==> src/rtl/arith_pkg.sv <==
// Shared types for the sequential arithmetic unit: operation codes, FSM states and request bundle.
package arith_pkg;

  localparam int unsigned DEF_WIDTH = 5;

  typedef enum logic [1:0] {
    OP_ADD = 2'd0,
    OP_SUB = 2'd1,
    OP_MUL = 2'd2
  } op_t;

  typedef enum logic [1:0] {
    StIdle = 2'd0,
    StCalc = 2'd1,
    StDone = 2'd2
  } state_t;

  typedef struct packed {
    op_t                  op;
    logic [DEF_WIDTH-1:0] a;
    logic [DEF_WIDTH-1:0] b;
  } req_t;

endpackage

==> src/rtl/seq_arith_unit_if.sv <==
// Request/result handshake bundle of seq_arith_unit; the unit connects through the slave modport.
interface seq_arith_unit_if
  import arith_pkg::*;
#(
  parameter int unsigned WIDTH = DEF_WIDTH,
  parameter int unsigned RES_W = 2 * WIDTH
) ();

  logic             in_valid;
  logic             in_ready;
  op_t              in_op;
  logic [WIDTH-1:0] in_a;
  logic [WIDTH-1:0] in_b;
  logic             out_valid;
  logic             out_ready;
  logic [RES_W-1:0] out_m;
  logic             out_err;

  modport master (
    output in_valid, in_op, in_a, in_b, out_ready,
    input  in_ready, out_valid, out_m, out_err
  );

  modport slave (
    input  in_valid, in_op, in_a, in_b, out_ready,
    output in_ready, out_valid, out_m, out_err
  );

endinterface

==> src/rtl/seq_mult_core.sv <==
// Shift-add multiplier: one multiplier bit per enabled cycle, LSB first; done_o flags the last step.
module seq_mult_core #(
  parameter int unsigned WIDTH = 5,
  parameter int unsigned RES_W = 2 * WIDTH
) (
  input  logic             clk,
  input  logic             rst_n,
  input  logic             clear_i,
  input  logic             en_i,
  input  logic [WIDTH-1:0] a_i,
  input  logic [WIDTH-1:0] b_i,
  output logic [RES_W-1:0] prod_o,
  output logic             done_o
);

  localparam int unsigned CntW = $clog2(WIDTH);

  logic [RES_W-1:0] acc_q, acc_d, mcand_q;
  logic [WIDTH-1:0] mplier_q;
  logic [CntW-1:0]  cnt_q;

  always_comb begin
    acc_d = acc_q + (mplier_q[0] ? mcand_q : '0);
  end

  // Product is taken from acc_d so the caller can capture it on the final step's edge.
  assign prod_o = acc_d;
  assign done_o = en_i && (cnt_q == CntW'(WIDTH - 1));

  always_ff @(posedge clk or negedge rst_n) begin
    if (!rst_n) begin
      acc_q    <= '0;
      mcand_q  <= '0;
      mplier_q <= '0;
      cnt_q    <= '0;
    end else if (clear_i) begin
      acc_q    <= '0;
      mcand_q  <= RES_W'(a_i);
      mplier_q <= b_i;
      cnt_q    <= '0;
    end else if (en_i) begin
      acc_q    <= acc_d;
      mcand_q  <= mcand_q << 1;
      mplier_q <= mplier_q >> 1;
      cnt_q    <= cnt_q + CntW'(1);
    end
  end

endmodule

==> src/rtl/seq_arith_unit.sv <==
// Sequential add/sub/mul unit with valid/ready handshake. Multiplier present only when
// SEQ_ARITH_MUL_EN is defined; otherwise OP_MUL is reported as an illegal request.
module seq_arith_unit
  import arith_pkg::*;
#(
  parameter int unsigned WIDTH = DEF_WIDTH,
  parameter int unsigned RES_W = 2 * WIDTH
) (
  input  logic             clk,
  input  logic             rst_n,
  seq_arith_unit_if.slave  bus_io
);

  if (RES_W != 2 * WIDTH) begin : g_bad_res_w
    $error("seq_arith_unit: RES_W must equal 2*WIDTH");
  end
  if (WIDTH < 2 || WIDTH > 32) begin : g_bad_width
    $error("seq_arith_unit: WIDTH must be in 2..32");
  end

  state_t           state_q;
  op_t              op_q;
  logic [WIDTH-1:0] a_q, b_q;
  logic             in_ready_q, out_valid_q, out_err_q;
  logic [RES_W-1:0] out_m_q;

  logic             accept;
  logic [RES_W-1:0] add_res, sub_res;
  logic [WIDTH:0]   diff;

  assign accept = (state_q == StIdle) && in_ready_q && bus_io.in_valid;

  always_comb begin
    add_res = RES_W'(a_q) + RES_W'(b_q);
    diff    = {1'b0, a_q} - {1'b0, b_q};
    sub_res = {{(RES_W - WIDTH - 1){diff[WIDTH]}}, diff};
  end

`ifdef SEQ_ARITH_MUL_EN
  logic [RES_W-1:0] mul_prod;
  logic             mul_done;

  // Operands are loaded straight from the bus on the accept edge.
  seq_mult_core #(
    .WIDTH (WIDTH),
    .RES_W (RES_W)
  ) u_mult (
    .clk     (clk),
    .rst_n   (rst_n),
    .clear_i (accept),
    .en_i    ((state_q == StCalc) && (op_q == OP_MUL)),
    .a_i     (bus_io.in_a),
    .b_i     (bus_io.in_b),
    .prod_o  (mul_prod),
    .done_o  (mul_done)
  );
`endif

  always_ff @(posedge clk or negedge rst_n) begin
    if (!rst_n) begin
      state_q     <= StIdle;
      op_q        <= OP_ADD;
      a_q         <= '0;
      b_q         <= '0;
      in_ready_q  <= 1'b0;
      out_valid_q <= 1'b0;
      out_err_q   <= 1'b0;
      out_m_q     <= '0;
    end else begin
      unique case (state_q)
        StIdle: begin
          in_ready_q <= 1'b1;
          if (accept) begin
            op_q       <= bus_io.in_op;
            a_q        <= bus_io.in_a;
            b_q        <= bus_io.in_b;
            in_ready_q <= 1'b0;
            state_q    <= StCalc;
          end
        end
        StCalc: begin
          unique case (op_q)
            OP_ADD: begin
              out_m_q     <= add_res;
              out_err_q   <= 1'b0;
              out_valid_q <= 1'b1;
              state_q     <= StDone;
            end
            OP_SUB: begin
              out_m_q     <= sub_res;
              out_err_q   <= 1'b0;
              out_valid_q <= 1'b1;
              state_q     <= StDone;
            end
`ifdef SEQ_ARITH_MUL_EN
            OP_MUL: begin
              if (mul_done) begin
                out_m_q     <= mul_prod;
                out_err_q   <= 1'b0;
                out_valid_q <= 1'b1;
                state_q     <= StDone;
              end
            end
`endif
            default: begin
              out_m_q     <= '0;
              out_err_q   <= 1'b1;
              out_valid_q <= 1'b1;
              state_q     <= StDone;
            end
          endcase
        end
        StDone: begin
          if (bus_io.out_ready) begin
            out_valid_q <= 1'b0;
            in_ready_q  <= 1'b1;
            state_q     <= StIdle;
          end
        end
        default: begin
          state_q    <= StIdle;
          in_ready_q <= 1'b0;
        end
      endcase
    end
  end

  assign bus_io.in_ready  = in_ready_q;
  assign bus_io.out_valid = out_valid_q;
  assign bus_io.out_m     = out_m_q;
  assign bus_io.out_err   = out_err_q;

endmodule

==> src/flat_wrapper.sv <==
// flat-port wrapper written by rule: the top's interface ports become plain ports
module seq_arith_unit_flat import arith_pkg::*;
#(
  parameter int unsigned WIDTH = DEF_WIDTH,
  parameter int unsigned RES_W = 2 * WIDTH
)
  (clk, rst_n, bus_io_in_valid, bus_io_in_op, bus_io_in_a, bus_io_in_b, bus_io_out_ready, bus_io_in_ready, bus_io_out_valid, bus_io_out_m, bus_io_out_err);
  seq_arith_unit_if #(.WIDTH(WIDTH), .RES_W(RES_W)) bus_io_i ();
  input  logic clk;
  input  logic rst_n;
  input wire logic [$bits(bus_io_i.in_valid)-1:0] bus_io_in_valid;
  input wire logic [$bits(bus_io_i.in_op)-1:0] bus_io_in_op;
  input wire logic [$bits(bus_io_i.in_a)-1:0] bus_io_in_a;
  input wire logic [$bits(bus_io_i.in_b)-1:0] bus_io_in_b;
  input wire logic [$bits(bus_io_i.out_ready)-1:0] bus_io_out_ready;
  output wire logic [$bits(bus_io_i.in_ready)-1:0] bus_io_in_ready;
  output wire logic [$bits(bus_io_i.out_valid)-1:0] bus_io_out_valid;
  output wire logic [$bits(bus_io_i.out_m)-1:0] bus_io_out_m;
  output wire logic [$bits(bus_io_i.out_err)-1:0] bus_io_out_err;
  assign bus_io_i.in_valid = bus_io_in_valid;
  assign bus_io_i.in_op = bus_io_in_op;
  assign bus_io_i.in_a = bus_io_in_a;
  assign bus_io_i.in_b = bus_io_in_b;
  assign bus_io_i.out_ready = bus_io_out_ready;
  assign bus_io_in_ready = bus_io_i.in_ready;
  assign bus_io_out_valid = bus_io_i.out_valid;
  assign bus_io_out_m = bus_io_i.out_m;
  assign bus_io_out_err = bus_io_i.out_err;
  seq_arith_unit #(.WIDTH(WIDTH), .RES_W(RES_W)) u_core (.clk(clk), .rst_n(rst_n), .bus_io(bus_io_i));
endmodule
==> config.mk <==
export PLATFORM = sky130hd
export DESIGN_NAME = seq_arith_unit_flat
export DESIGN_NICKNAME = d
export VERILOG_FILES = /design/src/rtl/arith_pkg.sv /design/src/rtl/seq_arith_unit_if.sv /design/src/rtl/seq_mult_core.sv /design/src/rtl/seq_arith_unit.sv /design/src/flat_wrapper.sv
export SDC_FILE = /design/constraint.sdc
export NUM_CORES = 1
export LEC_CHECK = 0
export CAP_MARGIN = 10
export CORE_UTILIZATION = 40
export CTS_CLUSTER_SIZE = 28
export DETAILED_ROUTE_END_ITERATION = 10
export DONT_BUFFER_PORTS = 1
export PLACE_DENSITY_LB_ADDON = 0.1
export SLEW_MARGIN = 20
export SYNTH_ARGS = -nofsm -noshare
export SYNTH_HDL_FRONTEND = slang
export SYNTH_SLANG_ARGS = --single-unit
==> constraint.sdc <==
create_clock -name clk -period 1.9 [get_ports clk]
set_input_delay 0.095 -clock clk [delete_from_list [all_inputs] [get_ports clk]]
set_output_delay 0.095 -clock clk [all_outputs]
set_load 0.01 [all_outputs]
==> summary.md <==
| Metric | Value |
|---|---|
| RSZ-0062 raised after global routing | true |
| Area growth syn-to-layout | 15.3% |
| Post-Route WL | 2.41 mm |
| # DRC | 0 |
| Post-Place Setup Slack | just under 0.005 ns |
| Commonest cells after routing, fill and taps aside | dfrtp_1 (24), dlygate4sd3_1 (14), nand2_1 (12) |
| Clock slew at reported path FFs | 0.12 ns |
| Antenna Diode Count | 0 |
| Post-synth cell types | 37 |
| Final design utilization | 0.494 |
| HP Class | input pin to flip-flop |
| Final period util | 0.977 |
| Largest net degree at the start of global routing | 25 |
| Met2 routed WL | 1.05 mm |
| Via Count | ~950 |
| Sequential power share | 0.404 |
| CTS Root Cell | clkbuf_4 |
| Die area | 0.00359 mm² |
| Worst Path Max Fanout | 3 |
| Nets | ~170 |
| Share of post-route cells with drive strength above 1 | 0.168 |
| IO Pins | 29 |
| Fin worst setup slack | 0.0440 ns |
| TritonCTS Buffers | 3 |
| Switching Share | 0.437 |
| Max layer used | met4 |
| Overall Power | approximately 2500 µW |
| Crit path kind | flip-flop to flip-flop |
| Setup violations, final | 0 |
| Clk_lat worst skew | between 0.3 and 0.4 ns |
| Global-route usage over all layers | 0.165 |
| Global-route wire length before repair | 4.47 mm |
| IO buf count | 0 |
| CTS tree | built |
| P_int | 1420 µW |
| Dpl hpwl | around 1.8 mm |
| Drt via density | approximately 5.2 |
| Setup crit start kind | flip-flop |
| Seq cells post-synth | 24 |
| Critical Path End Type | flip-flop |
| GR Overflow Total | 0 |
| Status | finished, final reports clean |
| Initial antenna violation count | 0 |
| Mapped Area | 0.00134 mm² |
| CTS Buffer Depth | 2 |
| Register area share after synthesis | 0.448 |
| Worst-Margin Slew | about 0.52 ns |
| Syn Nets | between 150 and 200 |
| Htree depth | 1 |
| F_max | around 0.54 GHz |
| Clock skew | roughly 0.0084 ns |
| Max IR drop VDD | 0.699 mV |
| Post-layout minimum cycle time | between 1.5 and 2 ns |
| Die width | between 50 and 60 µm |
| Max-Cap Viols | 0 |
| Combinational share of power | 0.511 |
| M1 WL | about 1.2 mm |
| Routability cong. | between 0.8 and 0.9 |
| Die height | 59.9 µm |
| Clk pwr share | 0.085 |
| Worst path arrival time | between 2 and 2.5 ns |
| Psw | 1100 µW |
| 1st-iter DRT viols | 25 |
| Cell count after synthesis | roughly 130 |
| Post-route antenna net violation count | 0 |
| Clk sinks | 24 |
| DR WL/cell | around 13 µm |
| # rows | 20 |
| Syn. warnings | 0 |
| Core area | between 0.003 and 0.004 mm² |
| Final hold vios | 0 |
| Max-slew headroom | 0.653 |
| Syn Area/Cell | approximately 11 µm² |
| Setup_tns | 0 ns |
| TritonRoute pass-1 iters | 4 |
| Power per cell area | around 1600 mW/mm² |
| Max-slew violations | 0 |
| Most common cell after layout, fill and taps aside | dfrtp_1 |
| Leak pwr | between 0.0006 and 0.0007 µW |
| WL met3 | roughly 120 µm |
| Initial core utilization | 0.429 |
| Worst EP required | about 2.1 ns |
| Vias in the first global route | between 900 and 1k |
==> through the flow <==
step           hold WS (ns)  cells  instance area [µm²]
2_1_floorplan        -0.201    125                 1340
3_3_place_gp         -0.200    163                 1360
3_5_place_dp         -0.200    163                 1360
4_1_cts              0.0159    180                 1540
5_1_grt              0.0665    181                 1550
6_report             0.0410    181                 1550
==> state kept, by name (all words and copies together) (netlist names) <==
| name | flops |
|---|---|
| u_core.bus_io.out_err | 1 |
| u_core.state_q | 2 |
| u_core.bus_io.out_valid | 1 |
| u_core.b_q | 5 |
| u_core.a_q | 5 |
| u_core.op_q | 2 |
| u_core.bus_io.out_m | 7 |
| u_core.bus_io.in_ready | 1 |
==> critical path: stages, from the launching register on <==
cell and delay (ns):
dfrtp_1 0.43, ha_1 0.24, fa_1 0.39, nor2b_1 0.12
o21a_1 0.16, nor3_1 0.07, or3b_1 0.35
==> timing repair <==
item                                    in CTS  in global routing
endpoints found under the hold margin       38                 24
pin swaps                                    3                  1
resized for setup                            3                  2
setup buffers                                0                  0
endpoints found under the setup margin       1                  1
hold buffers                                14                  1
==> path summary, 6_finish.rpt <==
check                           depth (start not counted)                   start  slack [ns]                      end
worst max-delay path                                    6           u_core.b_q[0]        0.04   u_core.bus_io.out_m[4]
worst min-delay path                                    3        bus_io_out_ready        0.04  u_core.bus_io.out_valid
worst max register to register                          6           u_core.b_q[0]        0.04   u_core.bus_io.out_m[4]
worst min register to register                          2  u_core.bus_io.out_m[0]        0.56   u_core.bus_io.out_m[0]
max in group asynchronous                               2                   rst_n        1.26            u_core.a_q[1]
min in group asynchronous                               2                   rst_n        0.29           u_core.op_q[0]
==> metal layers <==
metal,vias up,track usage
li1,457,-
met4,0,0.0299
met3,2,0.0455
met2,28,0.254
met1,462,0.232
met5,-,0
==> cell usage after synthesis, drive strengths merged <==
master	n	area [µm²]
nor2	3	11.3
buf	7	48.8
clkbuf	1	3.75
o31ai	3	27.5
fa	2	40.0
mux2	7	78.8
a21oi	5	25.0
or3	2	17.5
nor3b	1	7.51
nand3b	1	7.51
a22o	3	26.3
or3b	1	8.76
dfrtp	24	601
o21ai	7	35.0
a21o	1	7.51
a221oi	1	8.76
nor3	5	30.0
nand4bb	1	11.3
a31oi	1	6.26
xnor2	1	8.76
o21bai	2	15.0
a211o	2	17.5
o21a	1	7.51
nor2b	2	12.5
mux2i	2	20.0
a221o	1	10.0
nand2b	2	15.0
ha	10	125
inv	12	45.0
o221ai	2	17.5
nand2	12	45.0
==> power groups by stage <==
stage                     logic [µW]  clock network (µW)  registers, µW
after global placement          1220                   0           1020
final                           1290                 215           1020
after detailed placement        1220                   0           1030
after floorplan                 1080                   0            935
after CTS                       1280                 234           1020
after global routing            1480                 251           1070
==> area by class of cell <==
class | count | area [µm²]
fillers | 298 | 1580
multi-input cells | 81 | 663
flip-flops and latches | 24 | 601
repair buffers | 17 | 160
well taps | 44 | 55.1
inverters | 12 | 45.0
clock buffers | 3 | 22.5
==> kinds of logic (layout without fill, tap and decap cells) <==
| kind of cell | after synthesis | in the layout | synth area share |
|---|---|---|---|
| and+or+nand+nor | 30 | 30 | 0.124 |
| AOI/OAI and AO/OA | 29 | 29 | 0.152 |
| DFF | 24 | 24 | 0.448 |
| buffers and inverters | 20 | 32 | 0.0728 |
| adders and majority gates | 12 | 12 | 0.123 |
| muxes | 9 | 9 | 0.0737 |
| xor gates and xnor gates | 1 | 1 | 0.00653 |
Note: power is estimated with default switching activity, not from simulation.
